===== config.mk =====
export PLATFORM = sky130hd
export DESIGN_NAME = ps2_key_encoder
export DESIGN_NICKNAME = d
export VERILOG_FILES = /design/src/rtl/ps2_key_encoder.sv
export SDC_FILE = /design/constraint.sdc
export NUM_CORES = 1
export LEC_CHECK = 0
export ABC_AREA = 0
export BUFFER_PORTS_ARGS = -buffer_cell sky130_fd_sc_hd__buf_2
export CORE_UTILIZATION = 50
export DETAILED_ROUTE_END_ITERATION = 10
export PLACE_DENSITY = 0.68
export REMOVE_ABC_BUFFERS = 1
export SLEW_MARGIN = 25
export SYNTH_ARGS = -nofsm -noshare
export SYNTH_HDL_FRONTEND = slang
export SYNTH_SLANG_ARGS = --single-unit
export TNS_END_PERCENT = 1

===== constraint.sdc =====
create_clock -name clk_sys -period 2.85 [get_ports clk_sys]
set_clock_uncertainty 0.15 [all_clocks]
set_input_delay 0.4275 -clock clk_sys [delete_from_list [all_inputs] [get_ports clk_sys]]
set_output_delay 0.4275 -clock clk_sys [all_outputs]
set_load 0.005 [all_outputs]

===== src/rtl/ps2_key_encoder.sv =====
// ---------------------------------------------------------------------------
// ps2_key_encoder
//
// Receives PS/2 keyboard frames (start, 8 data bits LSB first, odd parity,
// stop), folds the E0/F0 prefix bytes into flags and publishes one 11-bit key
// event word per ordinary scancode.
//
// Ports
//   clk_sys   : system clock, the only clock domain
//   reset_n   : synchronous active-low reset
//   ps2_clk   : raw PS/2 clock line (asynchronous)
//   ps2_data  : raw PS/2 data line (asynchronous)
//   ps2_key   : [10] toggle, [9] pressed, [8] extended, [7:0] scancode
//   frame_err : one-cycle pulse for each discarded frame (parity, stop, timeout)
//
// Parameter
//   TIMEOUT   : clk_sys cycles without a PS/2 clock falling edge before an
//               open frame is abandoned
//
// Optional feature
//   PS2_PAUSE_FILTER_EN : when defined, a 0xE1 received with no prefix pending
//                         swallows the following 7 valid bytes (Pause key).
// ---------------------------------------------------------------------------
module ps2_key_encoder #(
    parameter int TIMEOUT = 12000
) (
    input  logic        clk_sys,
    input  logic        reset_n,
    input  logic        ps2_clk,
    input  logic        ps2_data,
    output logic [10:0] ps2_key,
    output logic        frame_err
);

    localparam int CW = $clog2(TIMEOUT + 1);

    typedef enum logic [1:0] {
        IDLE,
        DATA,
        PARITY,
        STOP
    } state_t;

    // Synchroniser and edge detector.  Flops reset high so that a released
    // (idle-high) bus never looks like a falling edge coming out of reset.
    logic [1:0] clk_sync;
    logic [1:0] data_sync;
    logic       clk_prev;
    logic       fall;
    logic       bit_in;

    always_ff @(posedge clk_sys) begin
        if (!reset_n) begin
            clk_sync  <= 2'b11;
            data_sync <= 2'b11;
            clk_prev  <= 1'b1;
        end else begin
            clk_sync  <= {clk_sync[0], ps2_clk};
            data_sync <= {data_sync[0], ps2_data};
            clk_prev  <= clk_sync[1];
        end
    end

    assign fall   = clk_prev & ~clk_sync[1];
    assign bit_in = data_sync[1];

    // Frame FSM registers
    state_t          state, state_next;
    logic [2:0]      bit_cnt, bit_cnt_next;
    logic [7:0]      shift, shift_next;
    logic            par_bit, par_next;
    logic [CW-1:0]   timer, timer_next;
    logic            valid_next;
    logic            err_next;
    logic            byte_valid;
    logic [7:0]      byte_data;

    always_ff @(posedge clk_sys) begin
        if (!reset_n) begin
            state      <= IDLE;
            bit_cnt    <= 3'd0;
            shift      <= 8'h00;
            par_bit    <= 1'b0;
            timer      <= '0;
            byte_valid <= 1'b0;
            byte_data  <= 8'h00;
            frame_err  <= 1'b0;
        end else begin
            state      <= state_next;
            bit_cnt    <= bit_cnt_next;
            shift      <= shift_next;
            par_bit    <= par_next;
            timer      <= timer_next;
            byte_valid <= valid_next;
            frame_err  <= err_next;
            if (valid_next) begin
                byte_data <= shift;
            end
        end
    end

    // Next-state logic.  Every bit is taken only on a detected falling edge.
    // The inactivity timer runs in every state but IDLE; because the timeout
    // branch is only reachable when no edge is present, an edge arriving in
    // the expiry cycle is processed normally.
    always_comb begin
        state_next   = state;
        bit_cnt_next = bit_cnt;
        shift_next   = shift;
        par_next     = par_bit;
        timer_next   = timer;
        valid_next   = 1'b0;
        err_next     = 1'b0;

        case (state)
            IDLE: begin
                timer_next = '0;
                if (fall && !bit_in) begin
                    state_next   = DATA;
                    bit_cnt_next = 3'd0;
                end
            end
            DATA: begin
                if (fall) begin
                    shift_next   = {bit_in, shift[7:1]};
                    bit_cnt_next = bit_cnt + 3'd1;
                    if (bit_cnt == 3'd7) begin
                        state_next = PARITY;
                    end
                end
            end
            PARITY: begin
                if (fall) begin
                    par_next   = bit_in;
                    state_next = STOP;
                end
            end
            STOP: begin
                if (fall) begin
                    state_next = IDLE;
                    if (bit_in && (^{shift, par_bit})) begin
                        valid_next = 1'b1;
                    end else begin
                        err_next = 1'b1;
                    end
                end
            end
            default: begin
                state_next = IDLE;
            end
        endcase

        if (state != IDLE) begin
            if (fall) begin
                timer_next = '0;
            end else if (timer == CW'(TIMEOUT - 1)) begin
                state_next = IDLE;
                err_next   = 1'b1;
                timer_next = '0;
            end else begin
                timer_next = timer + CW'(1);
            end
        end
    end

    // Prefix flags gathered ahead of the scancode they qualify
    logic ext;
    logic brk;
    logic swallow;

`ifdef PS2_PAUSE_FILTER_EN
    // Pause key filter: an unprefixed E1 starts an 8-byte sequence; the E1
    // and the 7 bytes after it produce no event.
    logic [2:0] skip_cnt;
    logic       pause_start;

    assign pause_start = (byte_data == 8'hE1) && !ext && !brk && (skip_cnt == 3'd0);
    assign swallow     = byte_valid && ((skip_cnt != 3'd0) || pause_start);

    always_ff @(posedge clk_sys) begin
        if (!reset_n) begin
            skip_cnt <= 3'd0;
        end else if (frame_err) begin
            skip_cnt <= 3'd0;
        end else if (byte_valid) begin
            if (skip_cnt != 3'd0) begin
                skip_cnt <= skip_cnt - 3'd1;
            end else if (pause_start) begin
                skip_cnt <= 3'd7;
            end
        end
    end
`else
    assign swallow = 1'b0;
`endif

    // Event stage: one cycle behind the frame FSM, which gives the two-cycle
    // latency from the stop-bit edge to the ps2_key update.
    always_ff @(posedge clk_sys) begin
        if (!reset_n) begin
            ps2_key <= 11'h000;
            ext     <= 1'b0;
            brk     <= 1'b0;
        end else if (frame_err) begin
            ext <= 1'b0;
            brk <= 1'b0;
        end else if (byte_valid && !swallow) begin
            if (byte_data == 8'hE0) begin
                ext <= 1'b1;
            end else if (byte_data == 8'hF0) begin
                brk <= 1'b1;
            end else begin
                ps2_key <= {~ps2_key[10], ~brk, ext, byte_data};
                ext     <= 1'b0;
                brk     <= 1'b0;
            end
        end
    end

endmodule


* After elaboration in Yosys (flattened, before gate mapping)
Cells that the tools add are included.
Word-level totals: output and inout bits 12, input bits 4, register bits 56
Cells by class: muxes and demuxes 28, bitwise gates (word level) 8, eq/ne operators 10, reductions and logical operators 15, $add $sub $neg 2
Operator list (count):
- 2-to-1 mux 14 bit | 4
- == test 8 bit (second input constant) | 2
- 2-to-1 mux 2 bit | 8
- adder 14 x 1 -> 14 bit (second input constant) | 1
- == test 14 bit (second input constant) | 1
- 2-to-1 mux 1 bit | 12
- parity 9 bit | 1
- one-hot mux 2 bit (4 select lines) | 1
- AND reduction 2 bit | 4
- inverter 1 bit | 7
- 2-to-1 mux 3 bit | 2
- != test 2 bit (second input constant) | 3
- one-hot mux 3 bit (2 select lines) | 1
- nonzero test 2 bit | 3
- == test 2 bit (second input constant) | 2
- AND reduction 4 bit | 1
- adder 3 x 1 -> 3 bit (second input constant) | 1
- == test 3 bit (second input constant) | 1
- AND reduction 3 bit | 1
- == test 2 x 1 -> 1 bit (second input constant) | 1
- logical AND 1 bit | 2
- logical NOT 2 bit | 1
- OR reduction 2 bit | 1
- AND 1 bit | 1
- logical NOT 1 bit | 1

* Logic depth before layout (Yosys ltp)
Gate-level depths: netlist (run 1).
depth in word-level cells 8, gate-level depth with buffers 7, mapped depth without buffers 6

* Worst setup path before layout (run 1)
OpenSTA, ideal clock, no wires.
kind reg-to-reg, from register timer[0], to register timer[10], buffers on the path 2, period minus slack after synthesis 1.800 ns, cell stages (with the launch flop) 8, arrival time 1.522 ns, setup time 0.128 ns, setup slack 1.050 ns, data required time 2.572 ns, cells stage by stage dfxtp_1 ha_1 and4_1 clkbuf_1 nand4_1 nand2b_1 clkbuf_1 nor2_1
On the way: cells in the longest elaborated chain, start to end 4
RTL lines:
- from (decl) | line 72 | logic [CW-1:0] timer, timer_next;
- from (signal assigned) | line 93 | timer <= timer_next;
- adder 14 x 1 -> 14 bit or == test 14 bit (tied branches) | line 161, 156
- 2-to-1 mux 14 bit (*) | line 156 | end else if (timer == CW'(TIMEOUT - 1)) begin
- 2-to-1 mux 14 bit (*) | line 154 | if (fall) begin
- 2-to-1 mux 14 bit (*) | line 153 | if (state != IDLE) begin
Mark *: on every way between the ends. The rest lies on a longest branch, timed or not. A chain may end at the register's enable or synchronous reset.

* Final worst setup path (run 1)
from register shift[3], to register byte_data[7]
On the way: cells in the longest elaborated chain, start to end 5
RTL lines:
- from (decl) | line 70 | logic [7:0] shift, shift_next;
- from (signal assigned) | line 91 | shift <= shift_next;
- parity 9 bit | line 141 | if (bit_in && (^{shift, par_bit})) begin
- logical AND 1 bit | line 141
- 2-to-1 mux 1 bit | line 141
- 2-to-1 mux 1 bit | line 139 | if (fall) begin
- 2-to-1 mux 1 bit | line 115 | case (state)
- to (signal assigned) | line 97 | byte_data <= shift;
- to (decl) | line 76 | logic [7:0] byte_data;
No other way between the ends.

==> results of run 1 <==
[area by class of cell]
type,count,area (µm²),area share
inverters,6,22.5,0.00842
clock inverters,2,12.5,0.00468
flip-flops and latches,56,1120,0.419
multi-input cells,188,1270,0.474
clock buffers,5,68.8,0.0257
repair buffers,18,97.6,0.0365
well taps,67,83.8,0.0313
[Yosys cell counts (all sizes together), types with 2 or more instances]
| master | instances | area (µm²) |
|---|---|---|
| xnor3 | 2 | 46.3 |
| buf | 5 | 25.0 |
| clkbuf | 6 | 22.5 |
| a21oi | 7 | 35.0 |
| xnor2 | 7 | 61.3 |
| nand4b | 2 | 17.5 |
| o21ai | 2 | 10.0 |
| inv | 6 | 22.5 |
| nor2b | 14 | 87.6 |
| nand3 | 7 | 35.0 |
| and2 | 4 | 26.3 |
| and3 | 3 | 18.8 |
| nand2b | 7 | 43.8 |
| nand2 | 45 | 169 |
| and4b | 2 | 20.0 |
| ha | 3 | 37.5 |
| or2 | 2 | 12.5 |
| dfxtp | 56 | 1120 |
| a21boi | 10 | 75.1 |
| nor2 | 16 | 60.1 |
| mux2i | 21 | 223 |
| nor4bb | 2 | 20.0 |
| and4 | 2 | 17.5 |
| nor3 | 4 | 20.0 |
| nand4 | 6 | 37.5 |
| xor2 | 7 | 61.3 |
[worst max-delay path: stages (launching register included)]
cell and delay (ps):
dfxtp_1 400, xor2_1 160, xnor3_2 480, mux2i_4 430, mux2i_1 230
[stage by stage]
stage	setup slack, ps	utilization	power (µW)	instance area, µm²
after floorplan	508	-	816	2410
after global placement	938	0.549	831	2590
after detailed placement	943	0.549	831	2590
after CTS	891	0.566	1240	2680
after global routing	747	0.566	1270	2680
final	925	0.566	1220	2680
[sequential cells by signal, indices dropped and copies added (netlist names)]
name and cells:
bit_cnt 3, state 2, timer 14, frame_err 1, byte_valid 1, ps2_key 11, ext 1, shift 8
byte_data 8, clk_prev 1, brk 1, data_sync 2, clk_sync 2, par_bit 1
[where the power goes]
group	switching [µW]	internal (µW)
registers	2.55	785
clock network	242	167
logic	14.1	10.2
[kinds of logic after synthesis]
group	Yosys count
AO/OA/AOI/OAI	26
XOR/XNOR	17
adder cells (fa/ha/maj)	3
flip-flops	56
AND/OR/NAND/NOR	121
buffers and inverters	17
multiplexers	21
[worst paths after layout]
kind | start | end | slack [ps] | cells past startpoint
hold / removal | ps2_data | data_sync[0]$_SDFF_PN1_ | 150 | 2
hold reg to reg | data_sync[0]$_SDFF_PN1_ | data_sync[1]$_SDFF_PN1_ | 260 | 1
setup / recovery | shift[3]$_SDFFE_PN0P_ | byte_data[7]$_SDFFE_PN0P_ | 920 | 4
setup reg to reg | shift[3]$_SDFFE_PN0P_ | byte_data[7]$_SDFFE_PN0P_ | 920 | 4
[cell usage in the layout (no fill, tap or decap), drive strengths merged, types with 2 or more instances in the layout]
cell,n
or2,2
and2,4
dfxtp,56
nand4b,2
xnor2,7
nor3,4
buf,18
clkbuf,5
nand4,6
mux2i,21
o21ai,2
nor2b,14
nor4bb,2
ha,3
and4,2
and3,3
xnor3,2
nand2,45
a21oi,7
a21boi,10
inv,6
nand3,7
nand2b,7
and4b,2
xor2,7
nor2,16
[layer usage]
layer  GRT usage  up-vias  share of wire  routed length (µm)
met1       0.219      782           0.53                2100
li1            -      914              -                   -
met5           0        -              0                   0
met3      0.0417        6          0.024                  95
met4      0.0588        0          0.015                  62
met2       0.272       22           0.43                1740
==> impl_metrics.toml, run 1 <==
[run_status]
status = "finished, final reports clean"

[die]
die-area_um2 = 5190
die-width_um = 72.1
floorplan.initialDensity = 0.520
die_height_um = 72.1
rows = 25
boundaryPins = 16
core_um2 = 4720

[place]
dp_hpwl_um = 2830
port_buffers = 15
dp_cells = 335
gp_congestion = 0.729

[critical_path]
crit_type = "flip-flop to flip-flop"
cp_max_fo = 9
crit_arrival_ps = 2010
endpoint_kind = "flip-flop"
start_kind = "flip-flop"
required_ps = 2930

[min_path]
hold_path.class = "primary input to flip-flop"

[clocking]
clock-root-buffer = "clkbuf_8"
htree_levels = 2
cts_tree = "yes"
worstSkewPairLatency_ps = 300
numCtsBuffers = 5
cts_resized = 0
path_clk_slew_ps = 90
clock-sinks = 56
cts_buffer_depth = 2
post_cts_buffers = 0
hold_buffers = 0

[grt]
grtUsageTotal = 0.168
grt_pass1_vias = 1553
overflow = 0
grt_pass1_wl_um = 6900
grt_max_degree = 31
antenna_found_initial = 0

[synth]
synth_compound_area_frac = 0.0749
ys_seq_area_frac = 0.457
async_reset_ff_frac = 0
synth_xor_area_frac = 0.0785
avgSynthCellArea_um2 = 9.41
yosys.area_share.adder = 0.0153
synth_cell_types = 42
synth_cells = 261
synth-seq-cells = 56
synthFlopType = "dfxtp_1"
synthSimpleGateAreaFrac = 0.255
synthMuxAreaShare = 0.0907
synth_edf_count = 0
yosysWarnings = 0
syn_area_um2 = 2450
synth_top_family_by_area = "simple AND/OR/NAND/NOR gates"

[pwr]
ir_drop_v = 0.000235
p_leak_uw = 0.000958
p_per_area_nw_per_um2 = 456

[route]
dr.pass1.iters = 4
drtAntennaViolNets = 0
routed_wl_um = 4000
num_vias = 1724
drc = 0
avgRoutedWirePerCell_um = 11.7
drt-initial-drc-count = 63
vias_per_cell = 5.04

[sta]
slew_violations = 0
fin_tns_setup_ps = 0
hold_slack_ps = 151
period_minus_slack_ps = 1930
relSlewSlack = 0.577
max_clock_freq_mhz = 519
setup_viol = 0
tightest_slew_ps = 630
hold_viol_final = 0
post-route-period-util = 0.675
rsz0062_at_grt = "no"

[final_layout]
diodes = 0
syn_to_final_growth_pct = 8.97
stdcell_count = 342
fin_nets = 282
drive_above_1_share = 0.124
fillers = 434

[run]
timing.max_cap.violations = 0
Note: power is estimated with default switching activity, not from simulation.
==> run 2, diff against run 1 <==
ABC_AREA = 1   (was 0)
PLACE_DENSITY = 0.7   (was 0.68)
clock period = 1.65 ns   (was 2.85 ns; I/O delays follow)
==> impl_metrics.toml, run 2 <==
[final_layout]
largest_reg_flops = 14
drive_above_1_share = 0.220
postLayoutCoreUtil = 0.627
final_common_cell = "nand2_1"
final_cell_mix = "nand2_1, dfxtp_1, inv_1"
syn_to_final_growth_pct = 20.0
fin_area_um2 = 2980
regMostFlops = "timer"
reg_top3 = "timer: 14 flops, ps2_key: 11 flops"
fin_nets = 375
diodes = 0
fillers = 449

[sta]
period_minus_slack_ps = 1630
post-route-period-util = 0.985
tightest_slew_ps = 239
hold_slack_ps = 169
slew_violations = 0
max_clock_freq_mhz = 615
hold_viol_final = 0
setup_viol = 0
relSlewSlack = 0.839
rsz0062_at_grt = "yes"

[clocking]
clock-sinks = 56
cts_tree = "yes"
worstSkewPairLatency_ps = 310
cts_buffer_depth = 2
path_clk_slew_ps = 110
numCtsBuffers = 5
htree_levels = 2
clock-root-buffer = "clkbuf_8"

[synth]
synth_commonest_cells = "nand2_1, dfxtp_1, inv_1"
synth-seq-cells = 56
async_reset_ff_frac = 0
synth.top_cell.area_share = 0.451
synth_top_area_cell = "dfxtp_1"
synth_cell_types = 29
synth_edf_count = 0
synthFlopType = "dfxtp_1"
synth_cells = 337
syn_area_um2 = 2480
yosysWarnings = 0
synth_most_common_cell = "nand2_1"
ys_seq_area_frac = 0.451
avgSynthCellArea_um2 = 7.37
synth_area_leaders = "dfxtp_1, nand2_1, inv_1"

[pwr]
ir_drop_v = 0.000348
power_uw = 2190
p_per_area_nw_per_um2 = 736
p_leak_uw = 0.00128

[grt]
grt_pass1_wl_um = 7600
grt_pass1_vias = 1837
antenna_found_initial = 0
grtUsageTotal = 0.183
grt_max_degree = 23
overflow = 0

[place]
port_buffers = 15
post_dp_cell_area_um2 = 2710
dp_hpwl_um = 3260
gp_congestion = 0.852

[critical_path]
crit_type = "flip-flop to flip-flop"
endpoint_kind = "flip-flop"
cp_max_fo = 5
required_ps = 1710
start_kind = "flip-flop"
crit_arrival_ps = 1690

[die]
boundaryPins = 16
floorplan.initialDensity = 0.523
die-area_um2 = 5260
die_height_um = 72.5
rows = 25
core_um2 = 4750
die-width_um = 72.5

[route]
routed_wl_um = 4700
num_vias = 2121
dr.pass1.iters = 4
drtAntennaViolNets = 0
drt-initial-drc-count = 46
vias_per_cell = 4.86
drc = 0
avgRoutedWirePerCell_um = 10.8

[run]
timing.max_cap.violations = 0

[run_status]
status = "finished, final reports clean"

[min_path]
hold_path.class = "primary input to flip-flop"
-- run 2: cell types whose count changed in the layout (fill, tap and decap cells not counted), sizes merged, moves of 6 or more --
cell / before / now
a21oi: 7 / 27
nand4: 6 / 12
nor2: 16 / 43
nand3: 7 / 13
nor2b: 14 / 0
inv: 6 / 44
o21ai: 2 / 29
nand2b: 7 / 0
nand2: 45 / 65
mux2i: 21 / 0
buf: 18 / 33
nor3: 4 / 10
a21boi: 10 / 0
-- run 2: area by class of cell --
class                           count  area, µm²  area share
Multi-Input combinational cell    226       1260       0.422
Sequential cell                    56       1130       0.378
Timing Repair Buffer               35        250      0.0839
Inverter                           44        165      0.0554
Tap cell                           67       83.8      0.0281
Clock buffer                        5       68.8      0.0231
Clock inverter                      3       27.5     0.00923
-- run 2: through the flow --
step | setup WS, ps | std cells | TNS (ps)
after detailed placement | -19.6 | 422 | -19.6
after global placement | 50.9 | 422 | 0
after floorplan | 53.2 | 325 | 0
after global routing | -83.7 | 436 | -383
after CTS | 3.03 | 432 | 0
final | 24.2 | 436 | 0
-- run 2: critical path, cell delays in order (launching register included) --
cell,delay (ps)
dfxtp_2,360
buf_6,100
nand3_4,90
nor3b_4,230
nand2_2,150
nor2_4,170
nand3_2,80
xor2_1,150
nor2_1,50
-- run 2: what timing repair did --
item                       CTS  global route
gates resized for setup      1            36
hold endpoints to repair     2             0
cloned                       0             1
buffers inserted             0             3
hold buffers                 2             0
pin swaps                    0             7
setup endpoints to repair    1            29
-- run 2: power by group --
part           leakage [µW]  internal, µW  switching, µW
Combinational      0.000779          24.7           40.5
Sequential         0.000455          1360           2.81
Clock             0.0000463           312            456
Total               0.00128          1690            500
-- run 2: cells by family (layout without fill, tap and decap cells) --
group,Yosys count,after routing,synth area share
xor gates and xnor gates,13,13,0.0458
adders and majority gates,3,3,0.0151
buffers and inverters,56,87,0.0911
AOI/OAI and AO/OA,58,58,0.119
and+or+nand+nor,151,152,0.278
DFF,56,56,0.451
-- run 2: path summary, 6_finish.rpt --
path | start | slack (ps) | end | cells past startpoint
max | timer[0]$_SDFF_PN0_ | 20 | timer[13]$_SDFF_PN0_ | 8
min | reset_n | 170 | byte_valid$_SDFF_PN0_ | 3
max reg2reg | timer[0]$_SDFF_PN0_ | 20 | timer[13]$_SDFF_PN0_ | 8
min reg2reg | clk_sync[0]$_SDFF_PN1_ | 280 | clk_sync[1]$_SDFF_PN1_ | 1
-- run 2: per-layer routing --
| layer | GRT usage | part of all wire |
|---|---|---|
| met1 | 0.220 | 0.48 |
| met2 | 0.321 | 0.49 |
| met3 | 0.0375 | 0.020 |
| met4 | 0.0697 | 0.010 |
| met5 | 0 | 0 |
